==> src/rtl/rr_onehot_arbiter.sv <==
`default_nettype none
// ============================================================================
//  Module      : rr_onehot_arbiter
//  Description : Round-robin arbiter with a registered one-hot grant, binary
//                grant index, bounded hold time with forced preemption and a
//                one-cycle idle gap between successive owners.
//  Revision    : 1.0  - initial release
// ============================================================================
module rr_onehot_arbiter #(
    parameter int NUM_REQ  = 3,
    parameter int ID_W     = 2,
    parameter int MAX_HOLD = 8
) (
    input  logic                clock,
    input  logic                reset_n,
    input  logic [NUM_REQ-1:0]  req,
    input  logic [NUM_REQ-1:0]  done,
    output logic [NUM_REQ-1:0]  gnt,
    output logic                gnt_valid,
    output logic [ID_W-1:0]     gnt_id,
    output logic                timeout
);

    // Pointer resets to the top index so that requester 0 wins first.
    localparam logic [ID_W-1:0] c_LAST_RST  = ID_W'(NUM_REQ - 1);
    // Last hold-counter value at which the owner is still allowed to stay.
    localparam logic [7:0]      c_HOLD_LAST = 8'(MAX_HOLD - 1);

    typedef enum logic [1:0] {
        S_IDLE  = 2'd0,
        S_GRANT = 2'd1,
        S_GAP   = 2'd2
    } state_t;

    state_t               r_state;
    logic [NUM_REQ-1:0]   r_gnt;
    logic                 r_gnt_valid;
    logic [ID_W-1:0]      r_gnt_id;
    logic [ID_W-1:0]      r_last;
    logic [7:0]           r_hold;
    logic                 r_timeout;

    state_t               w_state_nxt;
    logic [NUM_REQ-1:0]   w_gnt_nxt;
    logic                 w_gnt_valid_nxt;
    logic [ID_W-1:0]      w_gnt_id_nxt;
    logic [ID_W-1:0]      w_last_nxt;
    logic [7:0]           w_hold_nxt;
    logic                 w_timeout_nxt;

    logic                 w_pick_valid;
    logic [ID_W-1:0]      w_pick_id;
    logic [NUM_REQ-1:0]   w_pick_onehot;
    int                   w_best_dist;
    int                   w_dist;

    logic                 w_own_done;
    logic                 w_own_req;

    // Cyclic search starting just above the pointer: the requester with the
    // smallest forward distance from last+1 wins.
    always_comb begin
        w_pick_valid  = 1'b0;
        w_pick_id     = '0;
        w_pick_onehot = '0;
        w_best_dist   = NUM_REQ;
        w_dist        = 0;
        for (int i = 0; i < NUM_REQ; i++) begin
            w_dist = (i + NUM_REQ - 1 - int'(r_last)) % NUM_REQ;
            if (req[i] && (w_dist < w_best_dist)) begin
                w_best_dist   = w_dist;
                w_pick_valid  = 1'b1;
                w_pick_id     = ID_W'(i);
                w_pick_onehot = '0;
                w_pick_onehot[i] = 1'b1;
            end
        end
    end

    // The one-hot grant masks out every non-owner's done/req bit.
    assign w_own_done = |(done & r_gnt);
    assign w_own_req  = |(req  & r_gnt);

    // Next-state and next-output decode for the IDLE/GRANT/GAP controller.
    always_comb begin
        w_state_nxt     = r_state;
        w_gnt_nxt       = r_gnt;
        w_gnt_valid_nxt = r_gnt_valid;
        w_gnt_id_nxt    = r_gnt_id;
        w_last_nxt      = r_last;
        w_hold_nxt      = r_hold;
        w_timeout_nxt   = 1'b0;
        case (r_state)
            S_GRANT: begin
                if (w_own_done || !w_own_req) begin
                    // Normal release wins even if the hold limit is reached.
                    w_state_nxt     = S_GAP;
                    w_gnt_nxt       = '0;
                    w_gnt_valid_nxt = 1'b0;
                    w_last_nxt      = r_gnt_id;
                end else if (r_hold == c_HOLD_LAST) begin
                    w_state_nxt     = S_GAP;
                    w_gnt_nxt       = '0;
                    w_gnt_valid_nxt = 1'b0;
                    w_last_nxt      = r_gnt_id;
                    w_timeout_nxt   = 1'b1;
                end else begin
                    w_hold_nxt      = r_hold + 8'd1;
                end
            end
            default: begin
                // IDLE and the GAP exit arbitrate identically.
                if (w_pick_valid) begin
                    w_state_nxt     = S_GRANT;
                    w_gnt_nxt       = w_pick_onehot;
                    w_gnt_valid_nxt = 1'b1;
                    w_gnt_id_nxt    = w_pick_id;
                    w_hold_nxt      = 8'd0;
                end else begin
                    w_state_nxt     = S_IDLE;
                    w_gnt_nxt       = '0;
                    w_gnt_valid_nxt = 1'b0;
                end
            end
        endcase
    end

    // State and output registers; reset clears outputs without a clock edge.
    always_ff @(posedge clock or negedge reset_n) begin
        if (!reset_n) begin
            r_state     <= S_IDLE;
            r_gnt       <= '0;
            r_gnt_valid <= 1'b0;
            r_gnt_id    <= '0;
            r_last      <= c_LAST_RST;
            r_hold      <= 8'd0;
            r_timeout   <= 1'b0;
        end else begin
            r_state     <= w_state_nxt;
            r_gnt       <= w_gnt_nxt;
            r_gnt_valid <= w_gnt_valid_nxt;
            r_gnt_id    <= w_gnt_id_nxt;
            r_last      <= w_last_nxt;
            r_hold      <= w_hold_nxt;
            r_timeout   <= w_timeout_nxt;
        end
    end

    assign gnt       = r_gnt;
    assign gnt_valid = r_gnt_valid;
    assign gnt_id    = r_gnt_id;
    assign timeout   = r_timeout;

endmodule
`default_nettype wire

==> config.mk <==
export PLATFORM = sky130hd
export DESIGN_NAME = rr_onehot_arbiter
export DESIGN_NICKNAME = d
export VERILOG_FILES = /design/src/rtl/rr_onehot_arbiter.sv
export SDC_FILE = /design/constraint.sdc
export NUM_CORES = 1
export LEC_CHECK = 0
export BUFFER_PORTS_ARGS = -buffer_cell sky130_fd_sc_hd__buf_2
export CORE_MARGIN = 1.5
export CORE_UTILIZATION = 35
export CTS_BUF_LIST = sky130_fd_sc_hd__clkbuf_4 sky130_fd_sc_hd__clkbuf_8
export DETAILED_ROUTE_END_ITERATION = 16
export SYNTH_ARGS = -nofsm -noshare
export SYNTH_HDL_FRONTEND = slang
export SYNTH_SLANG_ARGS = --single-unit
==> constraint.sdc <==
create_clock -name clock -period 9.1 [get_ports clock]
set_input_delay 0.455 -clock clock [delete_from_list [all_inputs] [get_ports clock]]
set_output_delay 0.455 -clock clock [all_outputs]
set_load 0.02 [all_outputs]
Word level (Yosys, flattened, before mapping)
Index checks and enable logic that the tools add are counted.
{"block": "totals", "wordCells": 68, "reg_bits": 19}
{"block": "classes", "n_reduce_logical": 12, "add_sub_neg": 4, "order_cmp": 3, "bitwise_logic": 3, "n_eq_ne": 5, "n_mux": 31, "div_mod_pow": 3}
{"operator": "32-bit by 3-bit modulo with 32-bit output (second input constant)", "count": 3}
{"operator": "32-bit < comparator", "count": 2}
{"operator": "32-bit 2-to-1 mux", "count": 2}
{"operator": "32-bit by 3-bit < comparator with 1-bit output (second input constant)", "count": 1}
{"operator": "8-bit 2-to-1 mux", "count": 4}
{"operator": "3-bit 2-to-1 mux", "count": 6}
{"operator": "1-bit 2-to-1 mux", "count": 13}
{"operator": "2-bit 2-to-1 mux", "count": 6}
{"operator": "8-bit by 1-bit adder with 8-bit output (second input constant)", "count": 1}
{"operator": "8-bit by 3-bit == test with 1-bit output (second input constant)", "count": 1}
{"operator": "3-bit bitwise AND", "count": 2}
{"operator": "3-bit OR reduction", "count": 2}
{"operator": "2-bit by 2-bit subtractor with 3-bit output (first input constant)", "count": 2}
{"operator": "2-bit != test (second input constant)", "count": 2}
{"operator": "2-bit AND reduction", "count": 2}
{"operator": "2-bit nonzero test", "count": 2}
{"operator": "3-bit by 2-bit subtractor with 4-bit output (first input constant)", "count": 1}
{"operator": "1-bit logical AND", "count": 3}
{"operator": "3-bit != test (second input constant)", "count": 1}
{"operator": "3-bit AND reduction", "count": 1}
{"operator": "2-bit by 1-bit == test with 1-bit output (second input constant)", "count": 1}
{"operator": "1-bit logical NOT", "count": 1}
{"operator": "1-bit logical OR", "count": 1}
{"operator": "1-bit NOT", "count": 1}

Longest topological paths before layout
{"block": "depth", "ltp_word": 13, "ltp_mapped": 34, "depth_no_buf": 30}

Worst setup path before layout
OpenSTA, ideal clock, no wires.
{"block": "synth_timing", "kind": "reg2reg", "start": "register r_last[0]", "end": "register r_gnt[0], in the netlist gnt[0]", "synth_period_minus_slack_ns": 7.455, "t_arrival_ns": 7.334, "t_required_ns": 8.978, "path_stages_with_launch": 33, "slack_ns": 1.645, "cell_sequence": "dfrtp_1 inv_1 ha_1 buf_6 nand2_2 buf_6 clkinv_4 clkbuf_1 ha_1 nand2b_1 a311o_1 a311o_1 o211ai_2 o31ai_2 a211o_1 o22a_1 a211o_1 a21oi_2 o22a_1 a211oi_1 or4_1 nand4_1 a32o_2 nor3_1 or3_4 mux2i_1 ha_1 o211ai_1 a31oi_1 a2111oi_0 o41ai_4 and3_1 a32o_1"}
{"block": "synth_via", "elab_chain_cells": 13, "word_cells_on_any_way": 22, "classes_between": "3 x add/sub; 3 x div; 3 x order compare; 10 x mux; 3 x reduce/logical"}
{"item": "from (decl)", "line": "39", "source": "logic [ID_W-1:0] r_last;"}
{"item": "from (signal assigned)", "line": "135", "source": "r_last <= c_LAST_RST;"}
{"item": "from (signal assigned)", "line": "143", "source": "r_last <= w_last_nxt;"}
{"item": "2-bit by 2-bit subtractor with 3-bit output", "line": "69", "source": "w_dist = (i + NUM_REQ - 1 - int'(r_last)) % NUM_REQ;"}
{"item": "32-bit by 3-bit modulo with 32-bit output", "line": "69"}
{"item": "32-bit by 3-bit < comparator with 1-bit output", "line": "70", "source": "if (req[i] && (w_dist < w_best_dist)) begin"}
{"item": "1-bit logical AND", "line": "70"}
{"item": "32-bit 2-to-1 mux", "line": "70"}
{"item": "32-bit < comparator", "line": "70"}
{"item": "1-bit logical AND", "line": "70"}
{"item": "32-bit 2-to-1 mux", "line": "70"}
{"item": "32-bit < comparator", "line": "70"}
{"item": "1-bit logical AND", "line": "70"}
{"item": "3-bit 2-to-1 mux or 1-bit 2-to-1 mux (tied branches)", "line": "70"}
{"item": "3-bit 2-to-1 mux *", "line": "113", "source": "if (w_pick_valid) begin"}
{"item": "3-bit 2-to-1 mux *", "line": "93", "source": "case (r_state)"}
{"item": "to (signal assigned)", "line": "140", "source": "r_gnt <= w_gnt_nxt;"}
{"item": "to (decl)", "line": "36", "source": "logic [NUM_REQ-1:0] r_gnt;"}
Every way passes the cells marked *; elsewhere a longest branch is shown, timed or not.
A chain may end at the register's enable or synchronous reset.

Final worst setup path
Ends and elaborated chain as after synthesis.

==> summary.md <==
| Metric | Value |
|---|---|
| Fillers | `777` |
| CP max-delay cell | `ha_2` |
| Post-DP Area | `2760 um2` |
| Setup Viol. Count Final | `0` |
| Share of layout cells above drive strength 1 | `0.134` |
| Initial Utilization | `0.364` |
| Worst-path fanout max | `18` |
| First-pass GRT wire length | `12.2 mm` |
| Dpl hpwl | `5.32 mm` |
| Post-CTS Setup Repair Bufs | `0` |
| RSZ-0062 raised after global routing | `false` |
| Least-Margin Pin Slew | `0.824 ns` |
| Die Ht | `90.3 um` |
| YS warnings | `0` |
| Max-slew headroom | `0.447` |
| Worst endpoint data arrival time | `8.45 ns` |
| Die W | `90.3 um` |
| P_leak | `1.13 nW` |
| #FFs+latches synth | `18` |
| Synth top area share | `0.160` |
| Netlist cell types | `84` |
| Post-Synthesis Cells | `342` |
| Clock Tree Root | `clkbuf_8` |
| Drt pass-1 iters | `4` |
| Net Count, Synth | `369` |
| Largest net degree at the start of global routing | `22` |
| GRT Residual Overflow | `0` |
| Fmax | `120 MHz` |
| H-tree Lvls | `1` |
| Setup Crit Path Kind | `reg2reg` |
| Data required time of the critical path | `9.24 ns` |
| Switching power total | `0.444 mW` |
| Total Wirelength | `6.93 mm` |
| Remaining DRCs | `0` |
| Switching share of power | `0.527` |
| Die ar. | `8150 um2` |
| Clock-pin slew on the worst setup and hold paths | `0.07 ns` |
| Post-Syn Area per Cell | `7.80 um2` |
| Final hold violation count | `0` |
| Rows | `31` |
| CTS tree | `yes` |
| # diodes | `0` |
| Power Internal | `0.399 mW` |
| List of most frequent post-synthesis cells | `nand2_1, nor2_1, a21oi_1` |
| Core Region | `7330 um2` |
| Initial detailed-routing violation count | `184` |
| Layout Cells excl Fill | `442` |
| Status | `complete, no violations` |
| Crit path launch type | `register` |
| Crit end category | `register` |
| Post-synth EDFFs | `0` |
| Final Cell Area | `2820 um2` |
| Asr flop ratio synth | `1.00` |
| MaxCap Viol Count | `0` |
| Main synth FF type | `dfrtp_1` |
| Min-Delay Path Class | `in2async` |
| Vias in the first global route | `2474` |
| GRT Util Overall | `0.174` |
| Per-cell routed wire length | `15.7 um` |
| Clock Latency Late Sink | `0.25 ns` |
| # nets final | `371` |
| Antenna viol nets, final | `0` |
| Area contributors post-synth | `dfrtp_1, ha_1, nand2_1` |
| Total number of vias | `2647` |
| RD Place Congestion | `0.892` |
| Most numerous cell in the Yosys netlist | `nand2_1` |
| Tmin final | `8.31 ns` |
| Post-route setup TNS | `0 ns` |
| Initial antenna violation count | `0` |
| PwrDens | `299 nW/um2` |
| Combinational Power Share | `0.778` |
| Clock power share | `0.077` |
| Fin crit share | `0.913` |
| Worst-case clock buffer depth | `2` |
| CTS Hold Bufs | `0` |
| Mapped Area | `2670 um2` |
| CP max stage delay | `0.54 ns` |
| Finished Core Util | `0.385` |
| Layout area overhead | `5.77%` |
| Sequential share of power | `0.145` |
| Placed cells | `438` |
| Sequential share of the synthesized area | `0.169` |
| DR vias/cell | `5.99` |
| I/O pin cnt | `15` |
| Final Skew | `0.00207 ns` |
| Clk sinks | `18` |
| PortBufs | `14` |
| Worst VDD drop | `0.179 mV` |
| Final Max Tran Viols | `0` |
| Post-synth top area cell | `dfrtp_1` |
| Total CTS buffers | `3` |
-- final cells by class --
cell class	count	area (um2)	share of cell area
clock buffers	4	55.1	0.0195
inverters	15	61.3	0.0217
multi-input cells	290	2040	0.724
flip-flops and latches	18	452	0.160
well taps	99	124	0.0439
repair buffers	16	85.1	0.0302
-- cell families after synthesis --
kind of cell,Yosys count,synth area share
fa+ha+maj,19,0.0892
buf+inv,34,0.0666
xor+xnor,7,0.0230
flops,18,0.169
compound gates,125,0.360
mux,3,0.0160
simple gates,136,0.275
-- repair_timing --
| item | 4_1_cts | 5_1_grt |
|---|---|---|
| resized for setup | 0 | 3 |
| endpoints found under the setup margin | 0 | 14 |
| endpoints found under the hold margin | 0 | 0 |
-- worst max-delay path: cells and delay by family (launching register included) --
kind,cells,cell delay (ns)
and+or+nand+nor,7,1.94
AOI/OAI and AO/OA,15,3.73
adders and majority gates,3,1.13
muxes,2,0.46
buffers and inverters,2,0.41
DFF,1,0.50
-- cells in the final DEF, fill, tap and decap left out, drive strengths merged, types with 9 or more instances in the layout --
cell type / n
o21ai: 24
inv: 14
ha: 19
nand2: 38
nand3: 9
nand2b: 12
a21oi: 22
and2: 9
buf: 16
nor2: 25
dfrtp: 17
-- metal layers --
metal | routed length [um] | GRT usage | up-vias
met4 | 87 | 0.0278 | 0
li1 | - | - | 1296
met1 | 3500 | 0.258 | 1278
met3 | 205 | 0.0101 | 8
met2 | 3130 | 0.280 | 65
met5 | 0 | 0 | -
-- final timing paths --
check	startpoint	to	slack, ns	cells past startpoint
max	r_last[0]	gnt[0]	0.79	29
min	reset_n	r_hold[1]	0.13	1
max reg2reg	r_last[0]	gnt[0]	0.79	29
min reg2reg	gnt_id[1]	r_last[1]	0.52	2
max in group asynchronous	reset_n	r_last[1]	8.65	1
min in group clock	gnt_id[1]	r_last[1]	0.52	2
-- power by group through the flow --
stage	logic [mW]	registers, mW	clock network, mW
2_1_floorplan	0.517	0.130	0
3_3_place_gp	0.638	0.122	0
3_5_place_dp	0.647	0.123	0
4_1_cts	0.651	0.122	0.0654
5_1_grt	0.735	0.125	0.0697
6_report	0.656	0.122	0.0649
-- registers in the layout (all words and copies together) (netlist names) --
name     cells
timeout      1
gnt          3
r_last       2
r_hold       8
r_state      2
gnt_id       2
-- through the flow --
stage / hold slack (ns) / worst slack [ns] / power (mW)
2_1_floorplan: 0.159 / 1.64 / 0.647
3_3_place_gp: 0.403 / 0.715 / 0.760
3_5_place_dp: 0.410 / 0.546 / 0.771
4_1_cts: 0.139 / 0.514 / 0.839
5_1_grt: 0.154 / 0.166 / 0.930
6_report: 0.125 / 0.793 / 0.843
Note: power is estimated with default switching activity, not from simulation.
